[src/rtl/lsu.sv]
// Load/store unit for the hxd32 execute stage.
// Takes the ALU result as the effective address, runs one data-bus
// transaction per request, steers store lanes, flags misaligned/reserved
// accesses, and sign/zero-extends load data. stall_o holds the pipeline
// until the access completes.
//
// Bus handshake: dbus_req_o stays high, with addr/we/be/wdata held stable
// from registers, until dbus_gnt_i is seen in the same cycle (request
// accepted at that edge). For loads, read data is taken on the first
// dbus_rvalid_i after the grant cycle; gnt and rvalid are ignored in every
// other state, including an rvalid coincident with the grant.
module lsu #(
  parameter int XLEN = 32
) (
  input  logic            clk_i,
  input  logic            rst_i,
  input  logic            req_i,
  input  logic            we_i,
  input  logic [1:0]      size_i,
  input  logic            unsigned_i,
  input  logic [XLEN-1:0] addr_i,
  input  logic [XLEN-1:0] wdata_i,
  output logic            stall_o,
  output logic            done_o,
  output logic            misalign_o,
  output logic [XLEN-1:0] rdata_o,
  output logic            dbus_req_o,
  output logic            dbus_we_o,
  output logic [XLEN-1:0] dbus_addr_o,
  output logic [3:0]      dbus_be_o,
  output logic [XLEN-1:0] dbus_wdata_o,
  input  logic            dbus_gnt_i,
  input  logic            dbus_rvalid_i,
  input  logic [XLEN-1:0] dbus_rdata_i,
  output logic [2:0]      dbg_state_o
);

  typedef enum logic [2:0] {
    S_IDLE = 3'd0,
    S_REQ  = 3'd1,
    S_WAIT = 3'd2,
    S_DONE = 3'd3,
    S_ERR  = 3'd4
  } state_t;

  state_t            state_q, state_d;
  logic              we_q;
  logic [1:0]        size_q;
  logic              uns_q;
  logic [1:0]        off_q;
  logic [XLEN-1:0]   addr_q;
  logic [XLEN-1:0]   wdata_q;
  logic [3:0]        be_q;
  logic [XLEN-1:0]   rdata_q;

  logic              misalign;
  logic              accept;
  logic [3:0]        be_steer;
  logic [XLEN-1:0]   wdata_steer;
  logic [7:0]        rbyte;
  logic [15:0]       rhalf;
  logic [XLEN-1:0]   ld_fmt;

  // Classify the incoming request: reserved size or address not a multiple of the size.
  always_comb begin
    misalign = (size_i == 2'b11) ||
               ((size_i == 2'b01) && addr_i[0]) ||
               ((size_i == 2'b10) && (addr_i[1:0] != 2'b00));
    accept   = (state_q == S_IDLE) && req_i && !misalign;
  end

  // Replicate store data across lanes and pick byte enables from the low address bits.
  always_comb begin
    be_steer    = 4'b1111;
    wdata_steer = wdata_i;
    case (size_i)
      2'b00: begin
        be_steer    = 4'b0001 << addr_i[1:0];
        wdata_steer = {4{wdata_i[7:0]}};
      end
      2'b01: begin
        be_steer    = addr_i[1] ? 4'b1100 : 4'b0011;
        wdata_steer = {2{wdata_i[15:0]}};
      end
      default: ;
    endcase
  end

  // Extract the addressed byte/half from the bus word and extend it.
  always_comb begin
    case (off_q)
      2'd0:    rbyte = dbus_rdata_i[7:0];
      2'd1:    rbyte = dbus_rdata_i[15:8];
      2'd2:    rbyte = dbus_rdata_i[23:16];
      default: rbyte = dbus_rdata_i[31:24];
    endcase
    rhalf = off_q[1] ? dbus_rdata_i[31:16] : dbus_rdata_i[15:0];
    case (size_q)
      2'b00:   ld_fmt = {{24{!uns_q && rbyte[7]}}, rbyte};
      2'b01:   ld_fmt = {{16{!uns_q && rhalf[15]}}, rhalf};
      default: ld_fmt = dbus_rdata_i;
    endcase
  end

  // State register.
  always_ff @(posedge clk_i or posedge rst_i) begin
    if (rst_i) state_q <= S_IDLE;
    else       state_q <= state_d;
  end

  // Next-state logic.
  always_comb begin
    state_d = state_q;
    case (state_q)
      S_IDLE:  if (req_i) state_d = misalign ? S_ERR : S_REQ;
      S_REQ:   if (dbus_gnt_i) state_d = we_q ? S_DONE : S_WAIT;
      S_WAIT:  if (dbus_rvalid_i) state_d = S_DONE;
      S_DONE:  state_d = S_IDLE;
      S_ERR:   state_d = S_IDLE;
      default: state_d = S_IDLE;
    endcase
  end

  // FSM outputs; stall covers the accepting IDLE cycle so the EX stage holds immediately.
  always_comb begin
    stall_o     = accept || (state_q == S_REQ) || (state_q == S_WAIT);
    done_o      = (state_q == S_DONE);
    misalign_o  = (state_q == S_ERR);
    dbus_req_o  = (state_q == S_REQ);
    dbg_state_o = state_q;
  end

  // Capture the accepted request so the bus sees stable values for the whole transaction.
  always_ff @(posedge clk_i or posedge rst_i) begin
    if (rst_i) begin
      we_q    <= 1'b0;
      size_q  <= 2'b00;
      uns_q   <= 1'b0;
      off_q   <= 2'b00;
      addr_q  <= '0;
      wdata_q <= '0;
      be_q    <= 4'b0000;
    end else if (accept) begin
      we_q    <= we_i;
      size_q  <= size_i;
      uns_q   <= unsigned_i;
      off_q   <= addr_i[1:0];
      addr_q  <= {addr_i[XLEN-1:2], 2'b00};
      wdata_q <= wdata_steer;
      be_q    <= be_steer;
    end
  end

  // Load result register; only a completing load updates it.
  always_ff @(posedge clk_i or posedge rst_i) begin
    if (rst_i)                                     rdata_q <= '0;
    else if ((state_q == S_WAIT) && dbus_rvalid_i) rdata_q <= ld_fmt;
  end

  assign dbus_we_o    = we_q;
  assign dbus_addr_o  = addr_q;
  assign dbus_be_o    = be_q;
  assign dbus_wdata_o = wdata_q;
  assign rdata_o      = rdata_q;

endmodule
[config.mk]
export PLATFORM = sky130hd
export DESIGN_NAME = lsu
export DESIGN_NICKNAME = d
export VERILOG_FILES = /design/src/rtl/lsu.sv
export SDC_FILE = /design/constraint.sdc
export NUM_CORES = 1
export LEC_CHECK = 0
export CORE_UTILIZATION = 30
export DETAILED_ROUTE_END_ITERATION = 8
export PLACE_DENSITY_LB_ADDON = 0.12
export SLEW_MARGIN = 40
export SYNTH_ARGS = -nofsm -noshare
export SYNTH_HDL_FRONTEND = slang
export SYNTH_SLANG_ARGS = --single-unit
[constraint.sdc]
create_clock -name clk_i -period 4.7 [get_ports clk_i]
set_clock_uncertainty 0.1 [all_clocks]
set_input_delay 0.94 -clock clk_i [delete_from_list [all_inputs] [get_ports clk_i]]
set_output_delay 0.94 -clock clk_i [all_outputs]
set_load 0.02 [all_outputs]
==> results.txt <==
- By instance count, the leading cell after synthesis is sky130_fd_sc_hd__dfrtp_1.
- The number of failing hold endpoints at the final stage came to 0.
* Post-Route WL: 15200 µm
- Summing the areas of all compound-gate instances in the mapped netlist gives 13.8% of the synthesized area.
- After synthesis, the largest family of logic cells by area is multiplexers.
* Xor and xnor area share after synthesis: 0.171%
* Sum of routed wire segments on met1: between 6000 and 7000 µm
- The number of slew-limit violations in the final report was 0.
- Setup repair after global routing left no endpoint under its margin.
- Routed length per instance: 17.0 µm
- Summed over all layers, the global routing overflow is 0.
- After detailed routing, the number of remaining DRC violations is 0.
* Post-Place Cells: about 880
- Utilization after layout: 46.5%
- Fraction of synthesized cell area taken by the top area cell type: 52.3%
- Of all nets on the critical path, the largest fanout is 13.
* Leading cell types by total area after synthesis: sky130_fd_sc_hd__dfrtp_1 (52%), sky130_fd_sc_hd__mux2_1 (11%), sky130_fd_sc_hd__mux2i_1 (5.7%)
- Proportion of synthesized chip area in sequential cells: 52.3%
* Detailed placer's ending HPWL: 10700 µm
- The first global-routing pass estimated 24700 µm of wire.
- Synthesis produced about 470 cells.
- Total leakage power: about 3.1 nW
- Across the whole layout, storage elements account for between 2000 and 3000 µm².
- Worst-skew pair later-pin latency: 0.35 ns
- Category of the worst setup path launch point: input port
- Entering global routing, the biggest net connects 54 pins.
- VDD sags by at most around 0.33 mV.
- In this run, post-CTS hold repair placed 0 buffers.
* Antenna fix cells: 0
- Commonest cells in the synthesized netlist: sky130_fd_sc_hd__dfrtp_1 (107), sky130_fd_sc_hd__mux2_1 (48), sky130_fd_sc_hd__nand2_1 (44), sky130_fd_sc_hd__a21oi_1 (42), sky130_fd_sc_hd__nor2_1 (33)
- In this run the cell area of the synthesized design comes to 5120 µm².
- In this run, the combinational gates consume roughly half of the power.
- Predominant post-synthesis flop cell: sky130_fd_sc_hd__dfrtp_1
- Internal power of the cells: 0.00311 W
- Of the total synthesized cell area, the portion taken by full adders, half adders and majority gates is 0%.
- Sum of met3 wire segment lengths after detailed routing: approximately 1300 µm
- Width of the die: 133 µm
* Tightest Pin Transition: 0.761 ns
* Met2 Routed Length: 7210 µm
- Count of non-filler cells in the finished layout: 892
- Switching share of power: 38.6%
- TritonCTS buffer count: 9
- Max-cap violations in this run came to 0.
- The setup path with the least slack is of type input port to output port.
- Post-detailed-route via-to-cell ratio: 4.81
- For this run, the number of Yosys warnings is 0.
- Power density normalized to cell area: 654 nW/µm²
- In this run the tightest slew margin relative to its limit is 49.2%.
- Kind of capture point of the worst setup path: output port
- Result of the run: finished clean
- Counting distinct cell types in the post-synthesis netlist gives 48.
* Clock buffer depth: 2
* Yosys top cell by area: sky130_fd_sc_hd__dfrtp_1
- Final critical path time including I/O delays and setup: 3.88 ns
- Total iterations of the first detailed-routing run: 4
- Tcrit/Tclk final: 82.5%
- Across all hold checks on the routed design, the worst slack comes to 0.387 ns.
- Cells with a size suffix above 1 make up ~6.8% of the layout.
- The average instance in the mapped netlist occupies 10.8 µm².
- In the global route stage, overall resource usage came out at 17.9%.
* Final Setup Violations: 0
- In this run the power spent charging and discharging nets is ~0.0020 W.
- Vertical extent of the die: 133 µm
- Once the clock tree was built, the setup fixing pass inserted 0 buffers.
- The count of buffers added on input and output ports is 210.
- From synthesis to final layout, the design area changed by 51.3%.
- Initial core utilization: 30.7%
* I/O pin count: ~210
- STA puts the critical path data required time at roughly 3.7 ns.
- Total Nets Final: 772
- The layout has around 1600 filler cells.
* Clock Sink Count: 107
- Row generation in the floorplan step produced 47 rows.
* Initial DRC Count: between 150 and 200
- Worst-path cell chain: clkdlybuf4s50_1 > o21a_1 > o22ai_2 > nand2_2 > o21ai_0 > clkdlybuf4s50_1
* Upper clock frequency limit: 0.258 GHz
- Footprint of the multi-input gates: 2280 µm²
* Post-synthesis share of cell area spent on and, or, nand and nor gates: a little under an eighth
- The die covers 17600 µm².
- Antenna violations before repair: 0
* CTS clk-pin slew, worst paths: 0.07 ns
* Total number of vias: 4290
- Worst endpoint data arrival time: 2.84 ns
* Hold Crit Class: flip-flop to flip-flop
- For this run, the slowest stage of the critical path takes 0.63 ns.
* Slowest CP cell: sky130_fd_sc_hd__clkdlybuf4s50_1
- Area of the core region: 16600 µm²
- Fraction of power consumed by the clock network: 16.6%
- Buffer type at the clock tree root: sky130_fd_sc_hd__clkbuf_16
* Synth async-reset ratio: 100%
- Count of nets left with antenna violations after detail routing: 0
- Counting flops and latches in the post-synthesis netlist gives around 110.
- Clock tree from TritonCTS: built
* # H-tree levels: 3
- Gates resized, CTS repair: 0
- Measured against the total synthesized area, the mux share comes to 18.7%.
* Routability Congestion: 0.772
* Crit path top cell by count: sky130_fd_sc_hd__clkdlybuf4s50_1
- In the final timing run, aggregate negative setup slack is 0 ns.
- Via count of the first global-routing pass: around 4500
- Number of enable flip-flop cells after synthesis: 0
* Uppermost layer routed: met4
- Sequential share of power: 34.0%
-- area by class of cell --
class	instances	share of cell area [%]
inverter	4	0.226
timing repair buffer	218	27.9
clock buffer	12	3.31
sequential	107	34.6
clock inverter	4	0.937
tap	220	3.55
multi-input combinational	327	29.5
-- state kept, by name, indices dropped and copies added, names as in the netlist --
name          cells
dbg_state_o       3
dbus_addr_o      30
dbus_be_o         4
dbus_wdata_o     32
dbus_we_o         1
off_q             2
rdata_o          32
size_q            2
uns_q             1
-- worst paths after layout --
check / startpoint / cells past startpoint / slack (ns) / endpoint
min: dbus_be_o[0] / 1 / 0.39 / dbus_be_o[0]
max: addr_i[0] / 6 / 0.82 / stall_o
min in group asynchronous: rst_i / 2 / 0.92 / rdata_o[30]
max in group asynchronous: rst_i / 3 / 2.69 / rdata_o[16]
max reg2reg: off_q[1] / 4 / 2.43 / rdata_o[16]
min reg2reg: dbus_be_o[0] / 1 / 0.39 / dbus_be_o[0]
-- cell usage in the layout, fill, tap and decap left out, types with 2 or more instances in the layout --
cell type                         count
sky130_fd_sc_hd__a211oi_1             6
sky130_fd_sc_hd__a21oi_1             41
sky130_fd_sc_hd__a31oi_1             17
sky130_fd_sc_hd__a32o_1               7
sky130_fd_sc_hd__and2_1               2
sky130_fd_sc_hd__buf_4                8
sky130_fd_sc_hd__bufinv_16            2
sky130_fd_sc_hd__clkbuf_16            9
sky130_fd_sc_hd__clkbuf_8             2
sky130_fd_sc_hd__clkdlybuf4s50_1    210
sky130_fd_sc_hd__conb_1               2
sky130_fd_sc_hd__dfrtp_1            106
sky130_fd_sc_hd__inv_1                3
sky130_fd_sc_hd__mux2_1              48
sky130_fd_sc_hd__mux2_2              11
sky130_fd_sc_hd__mux2i_1             29
sky130_fd_sc_hd__nand2_1             44
sky130_fd_sc_hd__nand2b_1            11
sky130_fd_sc_hd__nand3_1              2
sky130_fd_sc_hd__nor2_1              32
sky130_fd_sc_hd__nor2b_1              3
sky130_fd_sc_hd__nor3_1               6
sky130_fd_sc_hd__nor3b_1              2
sky130_fd_sc_hd__o21ai_0             24
sky130_fd_sc_hd__o21bai_1             6
sky130_fd_sc_hd__o22ai_1              2
sky130_fd_sc_hd__or2_2                2
sky130_fd_sc_hd__or3_1                8
-- metal layers --
layer / global-route usage, % / vias to the layer above
met1: 22.7 / 2041
li1: - / 2081
met2: 29.1 / 159
met4: 5.11 / 0
met3: 5.98 / 9
met5: 0 / -
-- power by group through the flow --
stage	logic (W)	clock network, W	registers [W]
finish	0.00250	0.000842	0.00173
global placement	0.00250	0	0.00172
global route	0.00269	0.000906	0.00180
CTS	0.00253	0.000879	0.00173
floorplan	0.000837	0	0.00217
detailed placement	0.00252	0	0.00174
-- worst max-delay path: cells and delay by family --
family	cells	cell delay, ns
AND/OR/NAND/NOR	1	0.08
buffers and inverters	2	1.26
AO/OA/AOI/OAI	3	0.54
-- metrics by stage --
step / area (µm²) / worst slack, ns / power, W
final: 7740 / 0.821 / 0.00507
after global routing: 7740 / 0.669 / 0.00539
after CTS: 7740 / 0.791 / 0.00515
after detailed placement: 7410 / 0.797 / 0.00427
after global placement: 7400 / 0.833 / 0.00423
after floorplan: 5120 / 0.843 / 0.00301
-- kinds of logic after synthesis --
| logic type | after synthesis |
|---|---|
| DFF | 107 |
| muxes | 88 |
| buffers and inverters | 40 |
| other | 1 |
| AOI/OAI and AO/OA | 115 |
| and+or+nand+nor | 121 |
| xor gates and xnor gates | 1 |
(Power assumes the default switching activity.)
